==> src/rtl/iob_async_fifo_rd_ctrl_pkg.sv <==
`default_nettype none
// ============================================================================
// Module   : iob_async_fifo_rd_ctrl_pkg
// Purpose  : Shared defaults and Gray<->binary helpers for the async FIFO
//            pointer controllers (read side and write side).
// Contents : c_ADDR_W_DEF, c_SYNC_STAGES_DEF - default geometry
//            bin2gray / gray2bin             - width-agnostic conversions
// Revision : 1.0 - initial release
// ============================================================================
package iob_async_fifo_rd_ctrl_pkg;

    localparam int c_ADDR_W_DEF      = 4;
    localparam int c_SYNC_STAGES_DEF = 2;

    // Conversions operate on a wide container. Callers zero-extend their
    // pointer into it and truncate the result; zero upper bits do not disturb
    // either conversion, so one function serves every pointer width.
    localparam int c_CONV_W = 32;
    typedef logic [c_CONV_W-1:0] conv_t;

    function automatic conv_t bin2gray(input conv_t bin);
        return bin ^ (bin >> 1);
    endfunction

    // Each binary bit is the XOR of all Gray bits at and above it.
    function automatic conv_t gray2bin(input conv_t gray);
        conv_t bin;
        bin[c_CONV_W-1] = gray[c_CONV_W-1];
        for (int i = c_CONV_W - 2; i >= 0; i--) begin
            bin[i] = bin[i+1] ^ gray[i];
        end
        return bin;
    endfunction

endpackage
`default_nettype wire

==> src/rtl/iob_async_fifo_rd_ctrl_sync.sv <==
`default_nettype none
// ============================================================================
// Module   : iob_async_fifo_rd_ctrl_sync
// Purpose  : Multi-flop synchronizer for a Gray-coded pointer crossing into
//            the local clock domain.
// Ports    : clk_i  - local clock
//            cke_i  - clock enable, low holds the chain
//            arst_i - asynchronous active-high reset, loads RST_VAL
//            d_i    - asynchronous input
//            q_o    - synchronized output (last flop of the chain)
// Revision : 1.0 - initial release
// ============================================================================
module iob_async_fifo_rd_ctrl_sync #(
    parameter int                DATA_W  = 5,
    parameter int                STAGES  = 2,
    parameter logic [DATA_W-1:0] RST_VAL = '0
) (
    input  logic              clk_i,
    input  logic              cke_i,
    input  logic              arst_i,
    input  logic [DATA_W-1:0] d_i,
    output logic [DATA_W-1:0] q_o
);

    logic [STAGES-1:0][DATA_W-1:0] r_stage;

    always_ff @(posedge clk_i or posedge arst_i) begin
        if (arst_i) begin
            r_stage <= {STAGES{RST_VAL}};
        end else if (cke_i) begin
            r_stage <= {r_stage[STAGES-2:0], d_i};
        end
    end

    assign q_o = r_stage[STAGES-1];

endmodule
`default_nettype wire

==> src/rtl/iob_async_fifo_rd_ctrl.sv <==
`default_nettype none
// ============================================================================
// Module   : iob_async_fifo_rd_ctrl
// Purpose  : Read-side pointer controller of the async FIFO. Synchronizes the
//            Gray write pointer, owns the read pointer and produces the empty
//            flag, fill level and RAM read address/enable.
// Ports    : clk_i          - clock
//            cke_i          - clock enable, low freezes every register
//            arst_i         - asynchronous active-high reset
//            wr_ptr_gray_i  - write pointer (Gray), asynchronous to clk_i
//            rd_en_i        - read request
//            rd_ptr_gray_o  - read pointer (Gray), registered, to write side
//            rd_addr_o      - RAM read address
//            mem_en_o       - RAM read enable (accepted read)
//            empty_o        - FIFO empty, registered
//            level_o        - entries available, registered
//            underflow_o    - sticky read-while-empty flag, only when
//                             IOB_ASYNC_FIFO_RD_UNDERFLOW_EN is defined
// Revision : 1.0 - initial release
// ============================================================================
module iob_async_fifo_rd_ctrl
    import iob_async_fifo_rd_ctrl_pkg::*;
#(
    parameter int ADDR_W      = c_ADDR_W_DEF,
    parameter int SYNC_STAGES = c_SYNC_STAGES_DEF
) (
    input  logic              clk_i,
    input  logic              cke_i,
    input  logic              arst_i,
    input  logic [ADDR_W:0]   wr_ptr_gray_i,
    input  logic              rd_en_i,
    output logic [ADDR_W:0]   rd_ptr_gray_o,
    output logic [ADDR_W-1:0] rd_addr_o,
    output logic              mem_en_o,
    output logic              empty_o,
    output logic [ADDR_W:0]   level_o
`ifdef IOB_ASYNC_FIFO_RD_UNDERFLOW_EN
    ,
    output logic              underflow_o
`endif
);

    localparam int c_PTR_W = ADDR_W + 1;

    logic [c_PTR_W-1:0] w_wr_gray_sync;
    logic [c_PTR_W-1:0] w_wr_bin;
    logic               w_rd_acc;
    logic [c_PTR_W-1:0] w_rd_bin_next;
    logic [c_PTR_W-1:0] w_rd_gray_next;

    logic [c_PTR_W-1:0] r_rd_bin;
    logic [c_PTR_W-1:0] r_rd_gray;
    logic               r_empty;
    logic [c_PTR_W-1:0] r_level;

    iob_async_fifo_rd_ctrl_sync #(
        .DATA_W  (c_PTR_W),
        .STAGES  (SYNC_STAGES),
        .RST_VAL ('0)
    ) u_wr_ptr_sync (
        .clk_i  (clk_i),
        .cke_i  (cke_i),
        .arst_i (arst_i),
        .d_i    (wr_ptr_gray_i),
        .q_o    (w_wr_gray_sync)
    );

    assign w_wr_bin       = c_PTR_W'(gray2bin(conv_t'(w_wr_gray_sync)));

    // A read is accepted only on an enabled edge while data is present.
    assign w_rd_acc       = cke_i & rd_en_i & ~r_empty;
    assign w_rd_bin_next  = r_rd_bin + c_PTR_W'(w_rd_acc);
    assign w_rd_gray_next = c_PTR_W'(bin2gray(conv_t'(w_rd_bin_next)));

    // Flags are derived from the post-read pointer so a read shows up on
    // empty_o/level_o at the very edge that accepts it.
    always_ff @(posedge clk_i or posedge arst_i) begin
        if (arst_i) begin
            r_rd_bin  <= '0;
            r_rd_gray <= '0;
            r_empty   <= 1'b1;
            r_level   <= '0;
        end else if (cke_i) begin
            r_rd_bin  <= w_rd_bin_next;
            r_rd_gray <= w_rd_gray_next;
            r_empty   <= (w_wr_gray_sync == w_rd_gray_next);
            r_level   <= w_wr_bin - w_rd_bin_next;
        end
    end

`ifdef IOB_ASYNC_FIFO_RD_UNDERFLOW_EN
    logic r_underflow;

    always_ff @(posedge clk_i or posedge arst_i) begin
        if (arst_i) begin
            r_underflow <= 1'b0;
        end else if (cke_i && rd_en_i && r_empty) begin
            r_underflow <= 1'b1;
        end
    end

    assign underflow_o = r_underflow;
`endif

    assign rd_ptr_gray_o = r_rd_gray;
    assign rd_addr_o     = r_rd_bin[ADDR_W-1:0];
    assign mem_en_o      = w_rd_acc;
    assign empty_o       = r_empty;
    assign level_o       = r_level;

endmodule
`default_nettype wire

==> config.mk <==
export PLATFORM = sky130hd
export DESIGN_NAME = iob_async_fifo_rd_ctrl
export DESIGN_NICKNAME = d
export VERILOG_FILES = /design/src/rtl/iob_async_fifo_rd_ctrl_pkg.sv /design/src/rtl/iob_async_fifo_rd_ctrl_sync.sv /design/src/rtl/iob_async_fifo_rd_ctrl.sv
export SDC_FILE = /design/constraint.sdc
export NUM_CORES = 1
export LEC_CHECK = 0
export BUFFER_PORTS_ARGS = -buffer_cell sky130_fd_sc_hd__buf_4
export CORE_UTILIZATION = 58
export CTS_CLUSTER_SIZE = 20
export DETAILED_ROUTE_END_ITERATION = 8
export GPL_ROUTABILITY_DRIVEN = 1
export PLACE_DENSITY = 0.87
export RECOVER_POWER = 50
export SLEW_MARGIN = 20
export SYNTH_ARGS = -nofsm -noshare
export SYNTH_HDL_FRONTEND = slang
export SYNTH_SLANG_ARGS = --single-unit
==> constraint.sdc <==
create_clock -name clk_i -period 4.6 [get_ports clk_i]
set_clock_uncertainty 0.15 [all_clocks]
set_input_delay 0.69 -clock clk_i [delete_from_list [all_inputs] [get_ports clk_i]]
set_output_delay 0.69 -clock clk_i [all_outputs]
set_load 0.01 [all_outputs]
After elaboration in Yosys (flattened, before gate mapping)
Index checks and enable logic that the tools add are counted.

operators by class
  eq/ne operators = 1
  $add $sub $neg = 2
  bitwise gates (word level) = 8

operator list
  kind                                    number
  5-bit by 1-bit adder with 5-bit output  1
  5-bit equality test                     1
  5-bit subtractor                        1
  5-bit by 4-bit XOR with 5-bit output    1
  1-bit XOR                               4
  1-bit AND                               2
  1-bit inverter                          1

word-level totals
  input port bits = 9
  register bits after elaboration = 26
  output and inout port bits = 16

Depth between registers and ports, before layout
Gate-level depths: netlist (run 1).

  depth in word-level cells = 5
  depth in mapped cells = 12
  depth with buffers taken out = 12

Hierarchy
Synthesis (run 1) repeated with hierarchy kept, for this count alone.

unflattened totals
  cells, all modules = 119
  area, all modules = 1,526.5 sq um

modules (own cells, without submodules)
  module                       times used  cells each  area an instance (sq um)
  iob_async_fifo_rd_ctrl       1           92          1,073.5
  iob_async_fifo_rd_ctrl_sync  1           27          452.9

Worst setup path before layout (run 1)
Ideal clock, no wire load.

  path kind = input to register
  start point = input port cke_i
  end point = register r_level[4], in the netlist level_o[4]
  data required time = 4.304 ns
  data arrival time = 3.084 ns
  slack = 1.220 ns
  library setup time = 0.146 ns
  cell stages on the path = 11
  cells stage by stage = clkbuf_1 -> clkbuf_1 -> and3_1 -> ha_1 -> ha_1 -> xnor2_2 -> ha_1 -> a21oi_1 -> xnor3_1 -> nor2b_1 -> o311ai_0

between the ends
  word-level cells in the longest chain between the ends = 4

ends and longest elaborated chain
  what                                    RTL line                      source
  start, declared                         iob_async_fifo_rd_ctrl.sv:28  input logic cke_i,
  1-bit AND (2 in series)                 iob_async_fifo_rd_ctrl.sv:71  assign w_rd_acc = cke_i & rd_en_i & ~r_empty;
  net mem_en_o                            iob_async_fifo_rd_ctrl.sv:34  output logic mem_en_o,
  5-bit by 1-bit adder with 5-bit output  iob_async_fifo_rd_ctrl.sv:72  assign w_rd_bin_next = r_rd_bin + c_PTR_W'(w_rd_acc);
  5-bit subtractor                        iob_async_fifo_rd_ctrl.sv:87  r_level <= w_wr_bin - w_rd_bin_next;
  end signal, assigned                    iob_async_fifo_rd_ctrl.sv:87
  end, declared                           iob_async_fifo_rd_ctrl.sv:54  logic [c_PTR_W-1:0] r_level;

The timed path passes the listed nets, and every way through them passes these cells.
A chain may end at the register's enable or synchronous reset.

Final worst setup path (run 1)
  start point = register u_wr_ptr_sync.r_stage (netlist bit u_wr_ptr_sync.q_o[3])
  end point = register r_level[4], in the netlist level_o[4]

between the ends
  word-level cells in the longest chain between the ends = 5

ends and longest elaborated chain
  what                     RTL line                           source
  start, declared          iob_async_fifo_rd_ctrl_sync.sv:25  logic [STAGES-1:0][DATA_W-1:0] r_stage;
  start signal, assigned   iob_async_fifo_rd_ctrl_sync.sv:29  r_stage <= {STAGES{RST_VAL}};
  start signal, assigned   iob_async_fifo_rd_ctrl_sync.sv:31  r_stage <= {r_stage[STAGES-2:0], d_i};
  1-bit XOR *              iob_async_fifo_rd_ctrl_pkg.sv:30   bin[i] = bin[i+1] ^ gray[i];
  1-bit XOR (3 in series)  iob_async_fifo_rd_ctrl_pkg.sv:30
  5-bit subtractor *       iob_async_fifo_rd_ctrl.sv:87

Mark *: on every way between the ends. The rest lies on a longest branch, timed or not.

==> impl_metrics.yaml, run 1 <==
run_status:
  outcome: "finished, final reports clean"
floorplan:
  dieHeight_um: 50.83
  die-area_um2: 2583
  core_area_um2: 2233
  fp.dieW_um: 50.83
  placementRows: 17
  start_util_pct: 61.90
  ios: 25
cts:
  cts_resized: 0
  ctsHoldBuffers: 0
  clkTransAtPathRegs_ns: 0.13
  cts_buffer_depth: 2
  cts_max_level: 1
  clockRootBuffer: "clkbuf_4"
  clock_sinks: 25
  cts_tree: "yes"
  cts_setup_buffers: 0
  clk_latency_ns: 0.33
  numCtsBuffers: 3
synthesis:
  synth_edf_count: 0
  yosysSeqAreaShare_pct: 45.34
  yosysTopAreaCellShare_pct: 43.44
  synthCells: 116
  ys.flop_type: "dfrtp_1"
  synth_warnings: 0
  synth_area_um2: 1383
  synth.most_common_cell: "dfrtp_1"
  ys_async_sr_fraction_pct: 100.0
  synth_area_leaders: "dfrtp_1, mux2_2, xnor2_1"
  netlist_top_cells_count: "dfrtp_1, mux2_2, xnor2_1, a21oi_1, xor2_1"
  ys_ff_latch: 25
  syn_avg_cell_area_um2: 11.92
  synth_top_area_cell: "dfrtp_1"
  ys_types: 31
  syn_nets: 131
timing:
  worst_slew_pin_slew_ns: 0.9188
  setup_viol: 0
  hold_ws_ns: 0.3709
  finalHoldViolCount: 0
  finalSetupTns_ns: 0
  rsz0062_at_grt: "no"
  relSlewSlack_pct: 38.68
  setup_slack_ns: 1.408
  max_freq_ghz: 0.3132
  period_share_pct: 69.40
  min_period_ns: 3.192
  drv_slew: 0
power_and_ir_drop:
  p_total_mw: 1.103
  p_leak_nw: 0.7203
  p_per_area_nw_per_um2: 689.5
  max-vdd-ir-drop_mv: 0.4197
placed_design:
  io_buffer_count: 24
  dp.cells: 163
  dpl_cell_area_um2: 1572
  globalplace.congestion: 0.7978
  dpl.hpwl_mm: 1.789
  post-place-ws_ns: 1.222
grt:
  gr-usage-met2_pct: 38.22
  top_usage_layer: "met2"
  grt_max_degree: 35
  grt_pass1_vias: 929
  grt_pass1_wl_mm: 4.084
  grt-ovfl-total: 0
  use_met1_pct: 27.69
  grt_use_met3_pct: 3.869
  antenna_found_initial: 0
  grt.total_usage_pct: 22.77
critical_path:
  worstPathMaxFanout: 4
  rr_worst_depth: 12
  start_kind: "flop"
  criticalPathCategory: "flop to flop"
  r2r_start: "u_wr_ptr_sync.q_o[3]"
  cp-end-kind: "flop"
  arrival_ns: 3.27
  r2r-end: "level_o[4]"
  required_ns: 4.68
  r2r_slack_ns: 1.41
layout:
  drive_gt1_share_pct: 34.53
  fin_cells: 167
  n_antenna_cell: 0
  fin_util_pct: 71.60
  nets: 155
  area_delta_synth_final_pct: 15.66
  final_area_um2: 1599
  fillers: 180
drt:
  postRouteAntennaNets: 0
  routed_wl_mm: 2.340
  drt_iter0_markers: 12
  route.detailed.drc: 0
  routed-via-count: 908
  viasPerCell: 5.437
  firstDrtPassIters: 4
  wl_per_cell_um: 14.01
worst_hold_path:
  min_path_cells: 1
  worstHoldStart: "u_wr_ptr_sync.r_stage[3]"
  hp-class: "flop to flop"
  min_to: "u_wr_ptr_sync.r_stage[3]"
flow_run:
  maxCapViolCount: 0
[report_power, final]
group          leakage (nW)  internal, mW  switching [mW]
Combinational         0.409         0.345           0.287
Sequential            0.294         0.296          0.0743
Clock                0.0177        0.0327          0.0678
Total                 0.720         0.674           0.429
[flip-flops by register name, summed over array words and instances (netlist names)]
register	cells
level_o	5
r_rd_bin	5
u_wr_ptr_sync.q_o	5
u_wr_ptr_sync.r_stage	5
rd_ptr_gray_o	4
empty_o	1
[worst max-delay path, stage by stage, from the launching register on]
cell and delay, ns:
dfrtp_1 0.45, xor2_1 0.26, xor2_1 0.27, xor2_1 0.36
xnor2_1 0.17, ha_1 0.16, inv_1 0.06, fa_1 0.40
a21oi_1 0.24, xnor3_1 0.24, nor2b_1 0.15, o21ai_0 0.09
o311ai_0 0.09
[layout make-up]
class	count	area, µm²	area share (%)
multi-input cells	82	714.4	44.68
inverters	4	15.01	0.9390
well taps	28	35.03	2.191
clock inverters	1	5.005	0.3130
clock buffers	3	22.52	1.408
flip-flops and latches	25	626.9	39.20
repair buffers	24	180.2	11.27
[logic make-up (layout without fill, tap and decap cells)]
logic type | count (synthesis) | after routing | synth area share [%]
AND/OR/NAND/NOR | 23 | 23 | 8.597
AO/OA/AOI/OAI | 12 | 12 | 5.068
multiplexers | 17 | 17 | 13.94
buffers and inverters | 9 | 32 | 2.986
XOR/XNOR | 24 | 24 | 18.10
flip-flops | 25 | 25 | 45.34
adder cells (fa/ha/maj) | 6 | 6 | 5.973
[how the worst max path moves through the flow]
stage | from | end | cells past startpoint
6_report | u_wr_ptr_sync.q_o[3] | level_o[4] | 12
5_1_grt | u_wr_ptr_sync.q_o[3] | level_o[4] | 12
4_1_cts | u_wr_ptr_sync.q_o[3] | level_o[4] | 12
3_5_place_dp | cke_i | level_o[4] | 10
3_3_place_gp | cke_i | level_o[4] | 10
2_1_floorplan | cke_i | level_o[4] | 11
[placed cells by master (no fill, tap or decap), types with 4 or more instances in the layout]
cell type / count
ha_1: 5
inv_1: 4
nor2_1: 5
nand2_1: 6
buf_4: 23
nor2b_1: 4
a21oi_1: 7
xor2_1: 7
xnor2_1: 14
mux2_2: 14
dfrtp_1: 24
clkbuf_4: 4
[metal layers]
layer / share of wire, % / vias up
li1: - / 433
met1: 43 / 448
met2: 52 / 22
met3: 3.3 / 5
met4: 2.4 / 0
met5: 0 / -
(Power assumes the default switching activity.)
==> inputs of run 2 (changes only) <==
--- a/config.mk
+++ b/config.mk
@@ -6,11 +6,11 @@
 export NUM_CORES = 1
 export LEC_CHECK = 0
 export BUFFER_PORTS_ARGS = -buffer_cell sky130_fd_sc_hd__buf_4
-export CORE_UTILIZATION = 58
+export CORE_UTILIZATION = 54
 export CTS_CLUSTER_SIZE = 20
 export DETAILED_ROUTE_END_ITERATION = 8
 export GPL_ROUTABILITY_DRIVEN = 1
-export PLACE_DENSITY = 0.87
+export PLACE_DENSITY = 0.82
 export RECOVER_POWER = 50
 export SLEW_MARGIN = 20
 export SYNTH_ARGS = -nofsm -noshare
==> constraint.sdc (replaced) <==
create_clock -name clk_i -period 3.2 [get_ports clk_i]
set_clock_uncertainty 0.15 [all_clocks]
set_input_delay 0.48 -clock clk_i [delete_from_list [all_inputs] [get_ports clk_i]]
set_output_delay 0.48 -clock clk_i [all_outputs]
set_load 0.01 [all_outputs]
==> run 2 against run 1 <==
Compared with the run above:
- the flow now finishes with violations (max-capacitance violations, max-slew violations)
- sequential share of layout area decreased by 1.4 points
- highest routed layer unchanged
- clock power up 41%
- register-to-register slack worse by 1.2 ns
==> impl_metrics.yaml, run 2 (synthesized netlist as in run 1, its figures left out) <==
run_status:
  outcome: "complete, but fails checks"
  failed_checks: "max-capacitance violations, max-slew violations"
timing:
  setup_viol: 0
  worst_slew_pin_slew_ns: 1.509
  period_share_pct: 93.51
  max_freq_ghz: 0.3342
  relSlewSlack_pct: -0.5966
  finalHoldViolCount: 0
  min_period_ns: 2.992
  hold_ws_ns: 0.2063
  drv_slew: 34
cts:
  clockRootBuffer: "clkbuf_4"
  clkTransAtPathRegs_ns: 0.13
  numCtsBuffers: 3
  cts_buffer_depth: 2
  cts_max_level: 1
  cts_tree: "yes"
  clock_sinks: 25
  clk_latency_ns: 0.32
  ctsHoldBuffers: 0
layout:
  drive_gt1_share_pct: 38.62
  fillers: 164
  area_delta_synth_final_pct: 20.27
  final_cell_mix: "buf_4, dfrtp_1, mux2_2, xnor2_1"
  seq_area_um2: 628.1
  nets: 161
  final_common_cell: "buf_4"
  fin_cells: 173
  n_antenna_cell: 0
  multi_input_area_um2: 740.7
critical_path:
  cp-end-kind: "flop"
  crit_path_start: "u_wr_ptr_sync.q_o[3]"
  rr_worst_depth: 12
  r2r_start: "u_wr_ptr_sync.q_o[3]"
  arrival_ns: 3.06
  r2r_slack_ns: 0.21
  r2r-end: "level_o[4]"
  crit_end: "level_o[4]"
  required_ns: 3.27
  start_kind: "flop"
  criticalPathCategory: "flop to flop"
  worstPathMaxFanout: 4
power_and_ir_drop:
  p_clk_share_pct: 8.6
  p_leak_nw: 0.7422
  p_int_mw: 1.016
  power.net_switching_uw: 637.5
  p_total_mw: 1.653
  seqPwrFrac_pct: 32.0
  power.share.combinational_pct: 59.4
  switching_share_pct: 38.56
  p_per_area_nw_per_um2: 994.3
  max-vdd-ir-drop_mv: 0.5964
drt:
  viasPerCell: 5.301
  postRouteAntennaNets: 0
  firstDrtPassIters: 3
  wl_per_cell_um: 14.27
  routed_wl_mm: 2.468
  route.detailed.drc: 0
  drt_iter0_markers: 3
  routed-via-count: 917
grt:
  antenna_found_initial: 0
  grt_pass1_vias: 962
  gr-usage-met2_pct: 39.45
  grt.total_usage_pct: 21.41
  grt-ovfl-total: 0
  grt_pass1_wl_mm: 4.126
  grt_use_met3_pct: 3.478
  grt_max_degree: 34
  top_usage_layer: "met2"
  use_met1_pct: 23.29
floorplan:
  fp.dieW_um: 52.60
  ios: 25
  dieHeight_um: 52.60
  die-area_um2: 2767
  core_area_um2: 2318
  placementRows: 17
  start_util_pct: 59.63
placed_design:
  io_buffer_count: 24
  globalplace.congestion: 0.7310
  dpl.hpwl_mm: 1.800
  dp.cells: 167
flow_run:
  maxCapViolCount: 1
worst_hold_path:
  hp-class: "primary input to async pin"
-- run 2: cell count changes in the layout (fill, tap and decap cells not counted) --
cell,before,now
dfrtp_2,0,1
dfrtp_1,24,23
clkinv_2,1,0
a21oi_1,7,6
buf_4,23,27
clkbuf_1,0,3
xor2_2,0,3
xor2_1,7,4
a21oi_2,0,1
-- run 2: power by group through the flow --
stage	logic [mW]	registers (mW)	clock network, mW
2_1_floorplan	0.637	0.547	0
3_3_place_gp	0.908	0.526	0
3_5_place_dp	0.938	0.535	0
4_1_cts	0.949	0.529	0.146
5_1_grt	1.07	0.546	0.157
6_report	0.982	0.530	0.141
-- run 2: metrics by stage --
stage / setup WS [ns] / util, % / setup TNS, ns / area, µm²
6_report: 0.2077 / 71.72 / 0 / 1663
5_1_grt: -0.02454 / 71.72 / -0.02454 / 1663
4_1_cts: 0.02389 / 70.53 / 0 / 1635
3_5_place_dp: 0.01481 / 69.08 / 0 / 1602
3_3_place_gp: 0.1764 / 69.08 / 0 / 1602
2_1_floorplan: 0.02972 / - / 0 / 1383
-- run 2: area by class of cell --
type,count,area share (%)
tap,28,2.107
clock buffer,4,1.580
timing repair buffer,30,13.09
sequential,25,37.77
multi-input combinational,82,44.54
inverter,4,0.9029
-- run 2: critical path: stages, from the launching register on --
cell and delay [ns]:
dfrtp_2 0.46, xor2_2 0.22, xor2_2 0.24, xor2_2 0.25
xnor2_1 0.16, ha_1 0.16, inv_1 0.06, fa_1 0.42
a21oi_2 0.22, xnor3_1 0.23, nor2b_1 0.15, o21ai_0 0.09
o311ai_0 0.09
-- run 2: metal layers --
| metal | part of all wire [%] | wire length (µm) |
|---|---|---|
| met5 | 0 | 0 |
| met4 | 2.5 | 61 |
| met3 | 2.5 | 62 |
| met2 | 51 | 1257 |
| met1 | 44 | 1087 |
-- run 2: what timing repair did --
item	CTS	global route
hold endpoints to repair	0	0
setup buffers	0	2
resized for setup	1	4
endpoints found under the setup margin	1	1
pin swaps	0	3
-- run 2: worst min path at each step --
stage / startpoint / end / slack (ns) / depth (start not counted)
after floorplan: u_wr_ptr_sync.r_stage[0] / u_wr_ptr_sync.r_stage[0] / 0.32 / 1
after global placement: u_wr_ptr_sync.r_stage[2] / u_wr_ptr_sync.q_o[2] / 0.33 / 1
after detailed placement: u_wr_ptr_sync.r_stage[4] / u_wr_ptr_sync.r_stage[4] / 0.34 / 1
after CTS: wr_ptr_gray_i[0] / u_wr_ptr_sync.r_stage[0] / 0.22 / 2
after global routing: wr_ptr_gray_i[4] / u_wr_ptr_sync.r_stage[4] / 0.21 / 2
final: arst_i / u_wr_ptr_sync.r_stage[3] / 0.21 / 2
